### src/rtl/mac_lane_feeder.sv
// MAC lane feeder: reads attribute/coefficient word pairs and streams them MSB-first as LANE_W lanes.
// Define FEEDER_PREFETCH_EN to overlap the next word's read with the current word's lanes.
module mac_lane_feeder #(
  parameter int ATTR_WIDTH      = 24,
  parameter int RAM2_DATA_WIDTH = 18,
  parameter int ADDR_WIDTH      = 8,
  parameter int LANE_W          = 8
) (
  input  logic                       clk,
  input  logic                       rst_n,
  input  logic                       start,
  input  logic [ADDR_WIDTH-1:0]      base_addr,
  input  logic [ADDR_WIDTH:0]        count,
  output logic                       busy,
  output logic                       done,
  output logic                       attr_rd_en,
  output logic [ADDR_WIDTH-1:0]      attr_addr,
  input  logic [ATTR_WIDTH-1:0]      attr_rdata,
  output logic                       coeff_rd_en,
  output logic [ADDR_WIDTH-1:0]      coeff_addr,
  input  logic [RAM2_DATA_WIDTH-1:0] coeff_rdata,
  output logic [LANE_W-1:0]          lane_a,
  output logic [LANE_W-1:0]          lane_b,
  output logic                       lane_valid,
  input  logic                       lane_ready,
  output logic                       lane_first,
  output logic                       lane_last,
  output logic                       vec_last
);

  localparam int MAXW   = (ATTR_WIDTH > RAM2_DATA_WIDTH) ? ATTR_WIDTH : RAM2_DATA_WIDTH;
  localparam int NLANES = (MAXW + LANE_W - 1) / LANE_W;
  localparam int PW     = NLANES * LANE_W;
  localparam int IW     = (NLANES > 2) ? $clog2(NLANES) : 1;
  localparam logic [IW-1:0] LAST_IDX = IW'(NLANES - 1);

  typedef enum logic [2:0] {IDLE, FETCH, WAIT, SHIFT, DONE} state_t;

  state_t                state, state_nx;
  logic [ADDR_WIDTH-1:0] addr_p0;
  logic [ADDR_WIDTH:0]   rem_p0;
  logic [IW-1:0]         idx_p1;
  logic [PW-1:0]         sh_a_p1, sh_b_p1;
  logic [PW-1:0]         ext_a, ext_b;
  logic                  hs, is_last, more, rd_any;
  logic [ADDR_WIDTH-1:0] rd_addr;

  // Zero-extend both words on the left to the full lane span.
  always_comb begin
    ext_a = '0;
    ext_a[ATTR_WIDTH-1:0] = attr_rdata;
    ext_b = '0;
    ext_b[RAM2_DATA_WIDTH-1:0] = coeff_rdata;
  end

  assign hs      = lane_valid & lane_ready;
  assign is_last = (idx_p1 == LAST_IDX);

`ifdef FEEDER_PREFETCH_EN
  logic          pf_rd, pf_pend_p1, pf_got_p1;
  logic [PW-1:0] stg_a_p2, stg_b_p2;

  assign pf_rd   = hs && (idx_p1 == '0) && (rem_p0 != '0);
  assign more    = pf_got_p1;
  assign rd_any  = (state == FETCH) | pf_rd;
  assign rd_addr = pf_rd ? addr_p0 + ADDR_WIDTH'(1) : addr_p0;

  // Staging: rdata lands the cycle after the prefetch strobe and is held until the word switch.
  always_ff @(posedge clk or negedge rst_n) begin
    if (!rst_n) begin
      pf_pend_p1 <= 1'b0;
      pf_got_p1  <= 1'b0;
      stg_a_p2   <= '0;
      stg_b_p2   <= '0;
    end else begin
      pf_pend_p1 <= pf_rd;
      if (pf_pend_p1) begin
        stg_a_p2 <= ext_a;
        stg_b_p2 <= ext_b;
      end
      if (pf_rd)
        pf_got_p1 <= 1'b1;
      else if (hs && is_last)
        pf_got_p1 <= 1'b0;
    end
  end
`else
  assign more    = (rem_p0 != '0);
  assign rd_any  = (state == FETCH);
  assign rd_addr = addr_p0;
`endif

  assign busy        = (state != IDLE);
  assign done        = (state == DONE);
  assign attr_rd_en  = rd_any;
  assign coeff_rd_en = rd_any;
  assign attr_addr   = rd_addr;
  assign coeff_addr  = rd_addr;
  assign lane_valid  = (state == SHIFT);
  assign lane_a      = sh_a_p1[PW-1 -: LANE_W];
  assign lane_b      = sh_b_p1[PW-1 -: LANE_W];
  assign lane_first  = lane_valid && (idx_p1 == '0);
  assign lane_last   = lane_valid && is_last;
  assign vec_last    = lane_last && !more;

  always_ff @(posedge clk or negedge rst_n) begin
    if (!rst_n) state <= IDLE;
    else        state <= state_nx;
  end

  always_comb begin
    state_nx = state;
    case (state)
      IDLE:  if (start) state_nx = (count != '0) ? FETCH : DONE;
      FETCH: state_nx = WAIT;
      WAIT:  state_nx = SHIFT;
      SHIFT: if (hs && is_last) begin
`ifdef FEEDER_PREFETCH_EN
               state_nx = more ? SHIFT : DONE;
`else
               state_nx = more ? FETCH : DONE;
`endif
             end
      DONE:  state_nx = IDLE;
      default: state_nx = IDLE;
    endcase
  end

  // p0: address/remaining bookkeeping; p1: lane shift registers.
  always_ff @(posedge clk or negedge rst_n) begin
    if (!rst_n) begin
      addr_p0 <= '0;
      rem_p0  <= '0;
      idx_p1  <= '0;
      sh_a_p1 <= '0;
      sh_b_p1 <= '0;
    end else begin
      case (state)
        IDLE: if (start && count != '0) begin
          addr_p0 <= base_addr;
          rem_p0  <= count - (ADDR_WIDTH+1)'(1);
        end
        WAIT: begin
          sh_a_p1 <= ext_a;
          sh_b_p1 <= ext_b;
          idx_p1  <= '0;
        end
        SHIFT: if (hs) begin
          if (!is_last) begin
            idx_p1  <= idx_p1 + IW'(1);
            sh_a_p1 <= sh_a_p1 << LANE_W;
            sh_b_p1 <= sh_b_p1 << LANE_W;
          end
`ifdef FEEDER_PREFETCH_EN
          else if (more) begin
            sh_a_p1 <= pf_pend_p1 ? ext_a : stg_a_p2;
            sh_b_p1 <= pf_pend_p1 ? ext_b : stg_b_p2;
            idx_p1  <= '0;
          end
`else
          else if (more) begin
            addr_p0 <= addr_p0 + ADDR_WIDTH'(1);
            rem_p0  <= rem_p0 - (ADDR_WIDTH+1)'(1);
          end
`endif
        end
        default: ;
      endcase
`ifdef FEEDER_PREFETCH_EN
      if (pf_rd) begin
        addr_p0 <= rd_addr;
        rem_p0  <= rem_p0 - (ADDR_WIDTH+1)'(1);
      end
`endif
    end
  end

endmodule

### config.mk
export PLATFORM = sky130hd
export DESIGN_NAME = mac_lane_feeder
export DESIGN_NICKNAME = d
export VERILOG_FILES = /design/src/rtl/mac_lane_feeder.sv
export SDC_FILE = /design/constraint.sdc
export NUM_CORES = 1
export LEC_CHECK = 0
export ABC_AREA = 0
export BUFFER_PORTS_ARGS = -buffer_cell sky130_fd_sc_hd__buf_4
export CAP_MARGIN = 30
export CORE_AREA = 2 2 63 124
export DETAILED_ROUTE_END_ITERATION = 8
export DIE_AREA = 0 0 65 126
export GPL_TIMING_DRIVEN = 0
export HOLD_SLACK_MARGIN = 0.03
export PLACE_DENSITY = 0.85
export RECOVER_POWER = 50
export SYNTH_ARGS = -nofsm -noshare
export SYNTH_HDL_FRONTEND = slang
export SYNTH_SLANG_ARGS = --single-unit
### constraint.sdc
create_clock -name clk -period 3.6 [get_ports clk]
set_input_delay 0.72 -clock clk [delete_from_list [all_inputs] [get_ports clk]]
set_output_delay 0.72 -clock clk [all_outputs]
set_load 0.01 [all_outputs]
==> results.md, run 1 <==
* Ys Warns at 0
* Most frequent cells in the layout: 110 x buf_4, 70 x dfrtp_1, 67 x nand2_1, 41 x nor2_1, 28 x a31oi_1
* Worst-Margin Slew at 1720 ps
* Pin count of the biggest net entering global routing at 71
* Logic gate share of total power at 0.444
* CP Data Arrival Time at 3540 ps
* Post-synth EDFFs at 0
* Critical Path RT at 3820 ps
* Startpoint Class: flop
* # nets final at 577
* Dpl cell area at 4520 um^2
* Tmin final at 3320 ps
* Final Core Density at 0.670
* Unrepaired setup endpoints after global routing: no
* DP HPWL at 7600 um
* Worst slew margin at -0.145
* Hold Path Class: flop to flop
* Top cells by area, synth: dfrtp_1 48%, nand2_1 6.9%, a22o_1 5.5%
* H-tree depth at 3
* Syn_area_per_cell at 9.17 um^2
* Final Hold Violating Endpoints at 0
* Most used cell along the critical path: mux2i_1
* Critical Path Fanout Max at 10
* Vias at 3409
* Vias in the first global route at 3486
* Post-synthesis async set-or-reset flop share at 1.00
* CTS Buf Count at 9
* CP max stage delay at 470 ps
* First-pass GRT wire length at 16500 um
* DRC at 0
* CTS tree: yes
* Synthesized net count at 464
* Skew final at 5.73 ps
* Worst skew pair latency at 330 ps
* Global router's overall resource usage at 0.263
* Pre-CTS WS at 174 ps
* Bufs and invs on worst path at 2
* Pwr/cell area at 922 nW/um^2
* 1st-iter DRT viols at 293
* Port Buffer Count at 102
* CP startpoint: state[2]
* Top-Level Pins at 103
* Die Span Y at 126 um
* Biggest area consumer among synthesized cells: dfrtp_1
* Core ar. at 7210 um^2
* Mapped cell area at 3640 um^2
* Starting Density at 0.505
* Syn Inst Count at 397
* WL final at 10100 um
* WHS Endpoint: rem_p0[0]
* Worst IR Drop VDD at 0.000432 V
* Routability cong. at 0.944
* Yosys cell types at 51
* Full die area at 8190 um^2
* Worst hold path depth at 2
* Worst flop-to-flop path startpoint: state[2]
* Fin Setup TNS at 0 ps
* Run status: finished, violations left
* Setup Crit Path Kind: flop to flop
* P_leak at 2.24 nW
* Routed Antenna Nets at 0
* Most common flop cell mapped by yosys: dfrtp_1
* Tcrit/Tclk final at 0.923
* Violated checks: capacitance limit, slew limit
* Critical Path End Type: flop
* Final WS setup at 277 ps
* Share of layout cells above drive strength 1 at 0.291
* Most common cell after layout, fill and taps aside: buf_4
* Clock transition at path regs at 60 ps
* Setup-failing EPs final at 0
* Hold_sp: rem_p0[0]
* Clock sink count at 70
* Via density at 5.62
* CP top delay family: simple AND/OR/NAND/NOR gates
* Fmax at 301 MHz
* Longest Clk Path Bufs at 2
* Initial DRT Pass Iterations at 5
* Antenna Cells at 0
* Worst R2R End: rem_p0[6]
* Area Overhead vs Synth at 32.6%
* Post-Layout Cell Count at 607
* Sequential area share after synthesis at 0.481
* CTS Root Buffer Type: clkbuf_16
* Clock power frac at 0.230
* Design area at 4830 um^2
* Reg power frac at 0.326
* Rows at 44
* Pins over their slew limit at 71
* Initial antenna violation count at 0
* Sw Share at 0.384
* Routed length per instance at 16.6 um
* Slowest-stage cell, CP: dfrtp_1
* Final total power at 4.45 mW
* Hold slack at 502 ps
* Int Pwr at 2.74 mW
* Reg2Reg Depth at 10
* Share of the synthesized area in the top cell type at 0.481
* # Max-Cap Violations at 1
* GRT Residual Overflow at 0
* Cells after DPL at 591
* CP Cell Sequence: nand3b_1, clkbuf_1, clkbuf_2, mux2i_1, ha_1, nor3b_1, nand2_1, a2bb2o_1, mux2i_1, o21ai_1
* NetSw at 1.71 mW
* FF+latch count, synth at 70
* Reg2Reg Setup Slack at 280 ps
* Die X at 65 um
==> worst min-delay path, delay by kind of cell, from the launching register on <==
kind | cells | cell delay [ps]
simple gates | 2 | 100
flops | 1 | 360
==> sequential cells by signal, summed over array words and instances, names as in the netlist <==
register / flops
rem_p0: 9
sh_b_p1: 24
idx_p1: 2
state: 3
attr_addr: 8
sh_a_p1: 24
==> cell families after synthesis <==
| family | after synthesis | share of synthesized area |
|---|---|---|
| AOI/OAI and AO/OA | 109 | 0.207 |
| xor gates and xnor gates | 2 | 0.00481 |
| DFF | 70 | 0.481 |
| muxes | 5 | 0.0141 |
| and+or+nand+nor | 151 | 0.191 |
| adders and majority gates | 4 | 0.0137 |
| buffers and inverters | 56 | 0.0883 |
==> power by group through the flow <==
stage / registers [mW] / clock network (mW) / logic (mW)
global placement: 1.43 / 0 / 1.94
floorplan: 1.40 / 0 / 1.31
global route: 1.50 / 1.06 / 2.18
CTS: 1.45 / 1.03 / 2.03
detailed placement: 1.46 / 0 / 2.01
finish: 1.45 / 1.02 / 1.98
==> worst max path at each step <==
| stage | slack (ps) | end | depth (start not counted) |
|---|---|---|---|
| global placement | 200 | rem_p0[6] | 10 |
| floorplan | 930 | rem_p0[6] | 10 |
| global route | 20 | rem_p0[6] | 10 |
| CTS | 160 | rem_p0[6] | 10 |
| finish | 280 | rem_p0[6] | 10 |
| detailed placement | 170 | rem_p0[6] | 10 |
==> layout make-up <==
| class | instances | area (um^2) |
|---|---|---|
| Buffer | 51 | 305 |
| Clock buffer | 9 | 225 |
| Clock inverter | 7 | 120 |
| Fill cell | 614 | 2380 |
| Inverter | 5 | 18.8 |
| Multi-Input combinational cell | 271 | 1570 |
| Sequential cell | 70 | 1750 |
| Tap cell | 92 | 115 |
| Timing Repair Buffer | 102 | 726 |
==> routing by layer <==
| layer | GRT usage | vias up | share of wire |
|---|---|---|---|
| met5 | 0 | - | 0 |
| met4 | 0.124 | 0 | 0.030 |
| met3 | 0.0429 | 23 | 0.047 |
| met2 | 0.470 | 117 | 0.57 |
| met1 | 0.296 | 1651 | 0.35 |
| li1 | - | 1618 | - |
==> cells in the mapped netlist, types with 4 or more instances <==
cell / count
ha_1: 4
a22o_1: 23
nand3_1: 8
nand2b_1: 4
dfrtp_1: 70
buf_4: 26
a21oi_1: 17
inv_1: 5
buf_2: 5
nor3_1: 6
nand2_1: 67
or4_1: 5
a31oi_1: 28
mux2i_1: 4
o21ai_0: 11
and2_1: 5
o21ai_1: 7
clkbuf_1: 16
nor2_1: 41
==> what timing repair did <==
| item | in CTS | in global routing |
|---|---|---|
| hold buffers | 0 | 0 |
| setup endpoints to repair | 0 | 2 |
| endpoints found under the hold margin | 0 | 0 |
| resized for setup | 0 | 3 |
| setup buffers | 0 | 0 |
Note: power is estimated with default switching activity, not from simulation.
==> run 2, diff against run 1 <==
CORE_AREA = 2 2 66 130   (was 2 2 63 124)
DIE_AREA = 0 0 68 132   (was 0 0 65 126)
PLACE_DENSITY = 0.82   (was 0.85)
clock period = 3 ns   (was 3.6 ns; I/O delays follow)
==> run 2 against run 1 <==
Compared with the run above: non-clock buffer count unchanged; highest routed layer unchanged; combinational power increased by 21%; sequential power is 21% higher; fmax is 19% higher; the flow still finishes with violations (capacitance limit, slew limit); critical endpoint unchanged; critical path type unchanged; sequential share of layout area is essentially flat; first-iteration DRC count is 3.1% lower.
==> results.md, run 2 (synthesis results as in run 1) <==
* H-tree depth at 3
* CP Data Arrival Time at 3030 ps
* Critical Path Fanout Max at 10
* Largest regs: sh_a_p1 (24), sh_b_p1 (24), rem_p0 (9)
* Core ar. at 7940 um^2
* Clock transition at path regs at 60 ps
* Hold Path Class: input port to flop
* Starting Density at 0.459
* Port Buffer Count at 102
* Reg power frac at 0.334
* Via density at 5.61
* Dpl cell area at 4530 um^2
* Critical Path End Type: flop
* Routability cong. at 0.929
* Initial DRT Pass Iterations at 5
* Die X at 68 um
* CTS Hold Bufs at 0
* Logic gate share of total power at 0.456
* GR met3 Demand/Resource at 0.0512
* Setup-failing EPs final at 0
* Pwr/cell area at 1090 nW/um^2
* Met2 usage at 0.433
* Routed length per instance at 17.0 um
* Vias at 3427
* 1st-iter DRT viols at 284
* CTS Root Buffer Type: clkbuf_16
* Sw Share at 0.394
* Skew final at 6.40 ps
* Final Core Density at 0.609
* Critical Path RT at 3220 ps
* Pin count of the biggest net entering global routing at 71
* WL final at 10400 um
* Tcrit/Tclk final at 0.935
* Worst-Margin Slew at 1760 ps
* Most common cell after layout, fill and taps aside: buf_4
* Run status: finished, violations left
* Fin Setup TNS at 0 ps
* GRT met1 Usage at 0.258
* Most frequent cells in the layout: 110 x buf_4, 69 x dfrtp_1, 67 x nand2_1, 41 x nor2_1, 28 x a31oi_1
* Gr busiest metal: met2
* NetSw at 2.07 mW
* Setup Crit Path Kind: flop to flop
* DRC at 0
* Area Overhead vs Synth at 32.7%
* First-pass GRT wire length at 16300 um
* Longest Clk Path Bufs at 2
* Violated checks: capacitance limit, slew limit
* Worst skew pair latency at 350 ps
* Final total power at 5.25 mW
* GRT Residual Overflow at 0
* Final Hold Violating Endpoints at 0
* Post-Layout Cell Count at 611
* Share of layout cells above drive strength 1 at 0.301
* # nets final at 577
* # Max-Cap Violations at 1
* Top-Level Pins at 103
* Routed Antenna Nets at 0
* Startpoint Class: flop
* CTS Buf Count at 9
* Cells after DPL at 595
* Unrepaired setup endpoints after global routing: no
* CTS tree: yes
* Worst slew margin at -0.173
* Antenna Cells at 0
* Die Span Y at 132 um
* Clock sink count at 70
* Worst IR Drop VDD at 0.000588 V
* Initial antenna violation count at 0
* Full die area at 8980 um^2
* Global router's overall resource usage at 0.241
* Design area at 4830 um^2
* DP HPWL at 7640 um
* Rows at 46
* Fmax at 357 MHz
* P_leak at 2.24 nW
* Tmin final at 2800 ps
* Int Pwr at 3.18 mW
* Pins over their slew limit at 71
* Vias in the first global route at 3453
* Clock power frac at 0.210
## run 2: changes by cell type in the layout (fill, tap and decap cells not counted), sizes merged
| cell | change |
|---|---|
| bufinv | -2 |
| clkbuf | +2 |
| clkinv | +2 |
| clkinvlp | -1 |
| inv | -1 |
## run 2: area by class of cell
| cell class | instances | area [um^2] |
|---|---|---|
| Sequential cell | 70 | 1750 |
| Inverter | 5 | 18.8 |
| Fill cell | 712 | 3110 |
| Buffer | 51 | 314 |
| Multi-Input combinational cell | 271 | 1600 |
| Clock buffer | 11 | 253 |
| Timing Repair Buffer | 102 | 722 |
| Tap cell | 96 | 120 |
| Clock inverter | 5 | 57.6 |
## run 2: worst paths after layout
path	from	cells after the start	to	slack (ps)
setup / recovery	state[2]	10	rem_p0[6]	200
hold / removal	attr_rdata[3]	2	sh_a_p1[3]	470
setup reg to reg	state[2]	10	rem_p0[6]	200
hold reg to reg	sh_b_p1[10]	1	sh_b_p1[18]	490
max in group asynchronous	rst_n	1	state[2]	1150
min in group asynchronous	rst_n	1	state[1]	710
## run 2: worst max-delay path, cell delays in order (launching register included)
cell and delay (ps):
dfrtp_2 430, nand3b_1 230, clkbuf_4 270, clkbuf_4 240
mux2i_1 290, ha_1 290, nor3b_4 290, nand2_1 100
a2bb2o_1 270, mux2i_1 190, o21ai_1 80
## run 2: per-stage QoR
step | hold WS [ps] | setup WS (ps)
5_1_grt | 481 | 16.3
4_1_cts | 419 | 33.5
3_3_place_gp | 475 | -388
2_1_floorplan | 304 | 330
6_report | 472 | 196
3_5_place_dp | 478 | -477
## run 2: repair_timing
action,in CTS,in global routing
endpoints found under the setup margin,7,5
buffers inserted,0,0
hold endpoints to repair,0,0
resized for setup,6,8
## run 2: power groups by stage
stage / logic, mW / registers (mW) / clock network, mW
floorplan: 1.57 / 1.68 / 0
global placement: 2.33 / 1.72 / 0
detailed placement: 2.41 / 1.75 / 0
CTS: 2.44 / 1.74 / 1.11
global route: 2.63 / 1.81 / 1.15
finish: 2.39 / 1.75 / 1.10
## run 2: layer usage
layer	up-vias	share of wire
met5	-	0
met4	0	0.025
met3	20	0.055
met2	111	0.57
met1	1673	0.35
li1	1623	-
